===== src/rtl/lsu_rmw.sv =====
// Load/store unit: RV32I byte/half/word accesses onto a word-only DMEM, sub-word stores via read-modify-write.
// Optional build macro MISALIGN_TRAP_EN: misaligned H/HU/W requests complete at once with resp_err, no DMEM access.
module lsu_rmw #(
    parameter int DMEM_DEPTH = 256
) (
    input  logic        clk,
    input  logic        rst,
    input  logic        req_valid,
    output logic        req_ready,
    input  logic        req_we,
    input  logic [2:0]  req_funct3,
    input  logic [31:0] req_addr,
    input  logic [31:0] req_wdata,
    output logic        resp_valid,
    output logic [31:0] resp_rdata,
    output logic        resp_err,
    output logic        mem_read,
    output logic        mem_write,
    output logic [31:0] mem_addr,
    output logic [31:0] mem_wdata,
    input  logic [31:0] mem_rdata
);
    localparam int IDX_W = $clog2(DMEM_DEPTH);

    typedef enum logic [1:0] {S_IDLE, S_LOAD, S_RMW_RD, S_WRITE} state_t;

    state_t           r_state, w_next;
    logic [IDX_W-1:0] r_idx;
    logic [1:0]       r_off;
    logic [2:0]       r_f3;
    logic [15:0]      r_wdata;
    logic [31:0]      r_wbuf;
    logic [31:0]      r_rdata;
    logic             r_resp_valid, r_resp_err;

    logic             w_f3_ok, w_mis;
    logic [7:0]       w_byte;
    logic [15:0]      w_half;
    logic [31:0]      w_load, w_merged;
    logic             w_unused;

    assign w_unused = ^{req_addr[31:IDX_W+2]};

    // Stores only have B/H/W encodings; loads also allow BU/HU.
    always_comb begin
        w_f3_ok = 1'b0;
        case (req_funct3)
            3'b000, 3'b001, 3'b010: w_f3_ok = 1'b1;
            3'b100, 3'b101:         w_f3_ok = !req_we;
            default:                w_f3_ok = 1'b0;
        endcase
    end

`ifdef MISALIGN_TRAP_EN
    assign w_mis = w_f3_ok &&
                   (((req_funct3[1:0] == 2'b01) && req_addr[0]) ||
                    ((req_funct3[1:0] == 2'b10) && (req_addr[1:0] != 2'b00)));
`else
    assign w_mis = 1'b0;
`endif

    always_comb begin
        w_next    = r_state;
        req_ready = 1'b0;
        mem_read  = 1'b0;
        mem_write = 1'b0;
        case (r_state)
            S_IDLE: begin
                req_ready = 1'b1;
                if (req_valid && w_f3_ok && !w_mis) begin
                    if (!req_we)                        w_next = S_LOAD;
                    else if (req_funct3[1:0] == 2'b10)  w_next = S_WRITE;
                    else                                w_next = S_RMW_RD;
                end
            end
            S_LOAD: begin
                mem_read = 1'b1;
                w_next   = S_IDLE;
            end
            S_RMW_RD: begin
                mem_read = 1'b1;
                w_next   = S_WRITE;
            end
            S_WRITE: begin
                mem_write = 1'b1;
                w_next    = S_IDLE;
            end
            default: w_next = S_IDLE;
        endcase
    end

    assign w_byte = 8'(mem_rdata >> {r_off, 3'b000});
    assign w_half = r_off[1] ? mem_rdata[31:16] : mem_rdata[15:0];

    always_comb begin
        case (r_f3)
            3'b000:  w_load = {{24{w_byte[7]}}, w_byte};
            3'b100:  w_load = {24'd0, w_byte};
            3'b001:  w_load = {{16{w_half[15]}}, w_half};
            3'b101:  w_load = {16'd0, w_half};
            default: w_load = mem_rdata;
        endcase
    end

    always_comb begin
        w_merged = mem_rdata;
        if (r_f3[1:0] == 2'b00) w_merged[{r_off, 3'b000} +: 8]         = r_wdata[7:0];
        else                    w_merged[{r_off[1], 4'b0000} +: 16]   = r_wdata;
    end

    always_ff @(posedge clk or posedge rst) begin
        if (rst) begin
            r_state      <= S_IDLE;
            r_idx        <= '0;
            r_off        <= '0;
            r_f3         <= '0;
            r_wdata      <= '0;
            r_wbuf       <= '0;
            r_rdata      <= '0;
            r_resp_valid <= 1'b0;
            r_resp_err   <= 1'b0;
        end else begin
            r_state      <= w_next;
            r_resp_valid <= 1'b0;
            case (r_state)
                S_IDLE: if (req_valid) begin
                    r_idx   <= req_addr[IDX_W+1:2];
                    r_off   <= req_addr[1:0];
                    r_f3    <= req_funct3;
                    r_wdata <= req_wdata[15:0];
                    // Word stores write straight from here; sub-word stores overwrite it with the merge.
                    r_wbuf  <= req_wdata;
                    if (!w_f3_ok || w_mis) begin
                        r_resp_valid <= 1'b1;
                        r_rdata      <= '0;
                        r_resp_err   <= w_mis;
                    end
                end
                S_LOAD: begin
                    r_resp_valid <= 1'b1;
                    r_rdata      <= w_load;
                    r_resp_err   <= 1'b0;
                end
                S_RMW_RD: r_wbuf <= w_merged;
                S_WRITE: begin
                    r_resp_valid <= 1'b1;
                    r_rdata      <= '0;
                    r_resp_err   <= 1'b0;
                end
                default: ;
            endcase
        end
    end

    assign mem_addr   = {{(32-IDX_W){1'b0}}, r_idx};
    assign mem_wdata  = r_wbuf;
    assign resp_valid = r_resp_valid;
    assign resp_rdata = r_rdata;
    assign resp_err   = r_resp_err;

endmodule

===== config.mk =====
export PLATFORM = sky130hd
export DESIGN_NAME = lsu_rmw
export DESIGN_NICKNAME = d
export VERILOG_FILES = /design/src/rtl/lsu_rmw.sv
export SDC_FILE = /design/constraint.sdc
export NUM_CORES = 1
export LEC_CHECK = 0
export BUFFER_PORTS_ARGS = -buffer_cell sky130_fd_sc_hd__buf_2
export CAP_MARGIN = 20
export CORE_MARGIN = 2
export CORE_UTILIZATION = 52
export CTS_BUF_LIST = sky130_fd_sc_hd__clkbuf_4
export CTS_CLUSTER_SIZE = 28
export DETAILED_ROUTE_END_ITERATION = 16
export PLACE_DENSITY = 0.83
export SLEW_MARGIN = 20
export SYNTH_ARGS = -nofsm -noshare
export SYNTH_HDL_FRONTEND = slang
export SYNTH_SLANG_ARGS = --single-unit

===== constraint.sdc =====
create_clock -name clk -period 3.3 [get_ports clk]
set_input_delay 0.33 -clock clk [delete_from_list [all_inputs] [get_ports clk]]
set_output_delay 0.33 -clock clk [all_outputs]
set_load 0.01 [all_outputs]

==> run metrics, run 1 <==
status=finished, final reports clean; synth top area cells=dfrtp_1, a221o_1, mux2i_1, a21oi_1, mux2_2; worst slew pin tran=around 0.97 ns; leakage=about 3.1 nW; critical path class=reg2reg; vias=between 5000 and 6000; CTS tree=yes; Worst setup startpoint=r_state[0]; IO Count=~200; Worst Path Required=around 3.7 ns; Fmax achieved=about 0.42 GHz; Max Slew Vio Count=0; post-route total power=6.59 mW; Synth Area in XOR/XNOR=0; CTS root buf=clkbuf_4; Reg2Reg Depth=8; CTS Buf Count=9; tightest hold margin=between 0.07 and 0.08 ns; GR Overflow Total=0; Via density=6.20; Synth cell types=between 40 and 50; share of the synthesized area in the top cell type=0.424; initial cell density of the core=0.528; port bufs=156; die width=108 um; WP data arrival=2.77 ns; Post-Syn Area per Cell=a little over 10 sq um; GP Congestion=0.911; die area=between 10000 and 15000 sq um; adder-cell share of the synthesized area=0.0199; final antenna-violating net count=0; Clock Skew=roughly 0.019 ns; share of post-route cells with drive strength above 1=0.331; crit-path max FO=42; Hold Vio Cnt, Final=0; area leader, netlist=dfrtp_1; Final #Nets=slightly below 800; total wire length=around 16000 um; crit path launch type=register; Cells after Synth=~550; final worst-path cycle share=0.722; # resized after CTS=0; most frequent cells in the layout=buf_2, dfrtp_1, a21oi_1; hold buffers post-CTS=1; Crit. End Element=register; first-pass GRT wire length=around 26000 um; Ys Warns=0; main combinational cell family by area after synthesis=compound AO/OA/AOI/OAI gates; commonest non-fill, non-tap cell in the layout=buf_2; CTS sink cnt=between 90 and 100; fill count=a little over 900; area occupied by multi-input gates=around 2900 sq um; Peak VDD IR=slightly below 0.8 mV; FF+latch count, synth=96; CTS Buffer Depth=2; origin of the critical flop-to-flop path=r_state[0]; H-tree levels=3; number of remaining DRC errors=0; dpl hpwl=11900 um; RSZ-0062 raised after global routing=false; Hold WC Path Type=in2reg; clock slew at reported path FFs=around 0.15 ns; final core occ=0.614; Pre-Repair DR Iteration Count=5; GR Util All Layers=0.282; initial antenna violation count=2; number of synthesized flops with an enable pin=0; Hold Crit Start=req_addr[5]; Iter 0 DRT Violations=between 400 and 500; FF/Latch Area=between 2000 and 2500 sq um; setup_tns=0 ns; number of diodes=0; largest net degree at the start of global routing=65; commonest register cell after synthesis=dfrtp_1; Synth Area in Simple Gates=0.0708; async set-reset flop share out of synthesis=1.00; shortest period the worst path allows=roughly 2.4 ns; post-CTS setup buffer count=0; FP Rows=38; Die Y=approximately 110 um; Max-cap violations=0; # setup viols final=0; register area share after synthesis=0.424; relative slew slack=0.354; Cell Pwr Density=between 900 and 1000 nW/um^2; Syn-to-layout area delta=16.4%; Placeable Area=10700 sq um; vias in the first global route=slightly below 5000; wire per inst=19.7 um; Worst Hold Depth=2; Clock Latency Late Sink=~0.47 ns; post-synthesis mux area share=0.151; post-synthesis compound-gate area fraction=0.259; mapped cell area=about 5700 sq um
-- synth_stat cells, types with 2 or more instances --
master	n
nand2b_1	10
nor2b_1	3
buf_1	9
buf_2	13
nand3_1	2
nor2_1	41
o21ai_1	8
clkbuf_1	18
nor3_1	3
nor4bb_1	3
ha_1	9
buf_4	29
a32o_1	8
o211ai_1	7
mux2_2	31
a221oi_1	8
mux2i_1	48
nand2_1	10
dfrtp_1	96
a22oi_1	32
a211oi_1	6
a221o_1	48
a21oi_1	72
inv_1	11
-- through the flow --
step | std cells | cell area [sq um] | setup WS [ns]
2_1_floorplan | 570 | 5760 | 0.465
3_3_place_gp | 811 | 6450 | 1.05
3_5_place_dp | 811 | 6450 | 0.977
4_1_cts | 828 | 6600 | 0.916
5_1_grt | 828 | 6600 | 0.700
6_report | 828 | 6600 | 0.918
-- sequential cells by signal, summed over array words and instances, names as in the netlist --
name	count
resp_rdata	32
mem_wdata	32
r_off	2
r_idx	8
resp_valid	1
r_f3	3
r_wdata	16
r_state	2
-- worst max-delay path, stage by stage (launching register included) --
cell,delay (ns)
dfrtp_1,0.44
inv_1,0.09
ha_1,0.36
nand2_1,0.12
buf_4,0.28
o21ai_4,0.40
buf_4,0.38
nor2_1,0.06
a21oi_1,0.14
-- routing by layer --
metal	global-route usage	up-vias	wire length, um
met5	0	-	24
met4	0.120	4	574
met3	0.0663	55	1520
met2	0.434	293	7400
met1	0.383	2465	6750
li1	-	2319	-
-- cell type report --
class	instances	area share
multi-input cells	394	0.446
flip-flops and latches	96	0.364
repair buffers	171	0.136
well taps	140	0.0265
clock buffers	13	0.0148
inverters	11	0.00644
clock inverters	3	0.00644
-- final timing paths --
path                                 end  slack (ns)
hold reg to reg            resp_rdata[4]        0.51
setup reg to reg            mem_wdata[8]        0.92
hold / removal                  r_idx[3]        0.08
min in group asynchronous    r_wdata[15]        0.32
setup / recovery            mem_wdata[8]        0.92
max in group asynchronous       r_off[1]        2.13
-- cell families (layout without fill, tap and decap cells) --
family / count (synthesis) / count (layout)
AOI/OAI and AO/OA: 200 / 200
adders and majority gates: 9 / 9
buffers and inverters: 80 / 198
DFF: 96 / 96
muxes: 81 / 81
other: 1 / 25
and+or+nand+nor: 79 / 79
-- report_power, final --
| part | switching, mW | internal [mW] |
|---|---|---|
| clock | 0.400 | 0.265 |
| combinational | 2.16 | 1.61 |
| sequential | 0.450 | 1.71 |
Power figures use the tool's default switching activity.
==> run 2: changes to the inputs <==
clock period = 2.4 ns   (was 3.3 ns; I/O delays follow)
==> run metrics, run 2 (synthesis results as in run 1) <==
status=finished, final reports clean; Switching Fraction=0.461; tightest hold margin=roughly 0.029 ns; GR Util met1=0.378; shortest period the worst path allows=approximately 2.2 ns; relative slew slack=0.501; Hold WC Path Type=in2reg; WP data arrival=2.58 ns; die width=108 um; CTS Buf Count=9; FP Rows=38; final antenna-violating net count=0; initial antenna violation count=1; combinational fraction of design power=0.591; Clock Skew=between 0.015 and 0.02 ns; vias=roughly 5200; wire per inst=between 15 and 20 um; Worst Path Required=2.79 ns; CTS sink cnt=between 90 and 100; dpl hpwl=~12000 um; # setup viols final=0; crit path launch type=register; FF-to-FF setup slack=around 0.20 ns; Final #Nets=around 810; Sw Pwr=slightly above 4 mW; worst slew pin tran=around 0.75 ns; RSZ-0062 raised after global routing=false; most frequent cells in the layout=buf_2, dfrtp_1, a21oi_1; final core occ=0.623; largest net degree at the start of global routing=between 70 and 80; CTS tree=yes; Max-cap violations=0; Pre-Repair DR Iteration Count=6; first-pass GRT wire length=between 20000 and 30000 um; leakage=about 3.2 nW; CTS root buf=clkbuf_4; Cell Pwr Density=approximately 1300 nW/um^2; setup_tns=0 ns; share of post-route cells with drive strength above 1=0.328; clock slew at reported path FFs=around 0.15 ns; met3 usage=0.0621; die area=11800 sq um; Crit. End Element=register; GP Congestion=~0.89; total wire length=roughly 16000 um; Fmax achieved=0.455 GHz; crit-path max FO=16; Placeable Area=10700 sq um; Seq pwr share=0.327; number of remaining DRC errors=0; commonest non-fill, non-tap cell in the layout=buf_2; Peak VDD IR=1.00 mV; GR Overflow Total=0; routing usage on met2=0.446; H-tree levels=3; Iter 0 DRT Violations=approximately 500; port bufs=roughly 160; Syn-to-layout area delta=18.0%; Max Slew Vio Count=0; IO Count=slightly above 200; initial cell density of the core=0.528; clock power share=0.082; GRT busiest layer=met2; internal power=between 4 and 5 mW; vias in the first global route=about 5000; critical path class=reg2reg; GR Util All Layers=0.282; Via density=roughly 6.2; Die Y=approximately 110 um; Clock Latency Late Sink=around 0.45 ns; final worst-path cycle share=0.915; Hold Vio Cnt, Final=0; CTS Buffer Depth=2
run 2: power groups by stage:
stage / combinational (mW) / sequential [mW] / clock (mW)
2_1_floorplan: 3.62 / 3.06 / 0
3_5_place_dp: 5.21 / 2.96 / 0
5_1_grt: 5.83 / 3.03 / 0.828
3_3_place_gp: 5.03 / 2.91 / 0
4_1_cts: 5.24 / 2.92 / 0.755
6_report: 5.31 / 2.94 / 0.739
run 2: worst paths after layout:
| kind | end | start | depth (start not counted) |
|---|---|---|---|
| max in group asynchronous | r_off[1] | rst | 4 |
| min in group asynchronous | mem_wdata[19] | rst | 4 |
| max reg2reg | resp_rdata[20] | r_state[1] | 6 |
| min reg2reg | resp_rdata[6] | resp_rdata[6] | 2 |
| max | resp_rdata[20] | r_state[1] | 6 |
| min | r_wdata[13] | req_wdata[13] | 2 |
run 2: worst max-delay path, stage by stage (launching register included):
cell     delay, ns
dfrtp_1       0.45
inv_1         0.10
ha_1          0.20
nor2b_1       0.25
o21ba_2       0.25
nor3b_4       0.61
a221o_1       0.27
run 2: area by class of cell:
type | instances | area, sq um
tap | 140 | 175
timing repair buffer | 181 | 1020
clock inverter | 4 | 23.8
inverter | 11 | 45.0
multi-input combinational | 394 | 2950
clock buffer | 10 | 75.1
fill | 917 | 4050
sequential | 96 | 2400
antenna | 1 | 2.50
run 2: repair_timing:
| action | 4_1_cts | 5_1_grt |
|---|---|---|
| gates resized for setup | 0 | 2 |
| hold endpoints to repair | 42 | 2 |
| hold buffers | 6 | 2 |
| setup endpoints to repair | 0 | 17 |
| setup buffers | 0 | 1 |
run 2: through the flow:
| step | total power [mW] | cells | worst slack [ns] | area (sq um) |
|---|---|---|---|---|
| 6_report | 8.99 | 837 | 0.205 | 6690 |
| 3_3_place_gp | 7.93 | 813 | 0.202 | 6480 |
| 2_1_floorplan | 6.67 | 570 | 0.187 | 5760 |
| 3_5_place_dp | 8.17 | 813 | 0.0542 | 6480 |
| 4_1_cts | 8.91 | 833 | 0.0184 | 6640 |
| 5_1_grt | 9.69 | 837 | 0.0590 | 6690 |
run 2: metal layers:
metal,up-vias,part of all wire
met5,-,0
met4,0,0.023
met3,34,0.11
met2,307,0.47
met1,2523,0.40
li1,2333,-
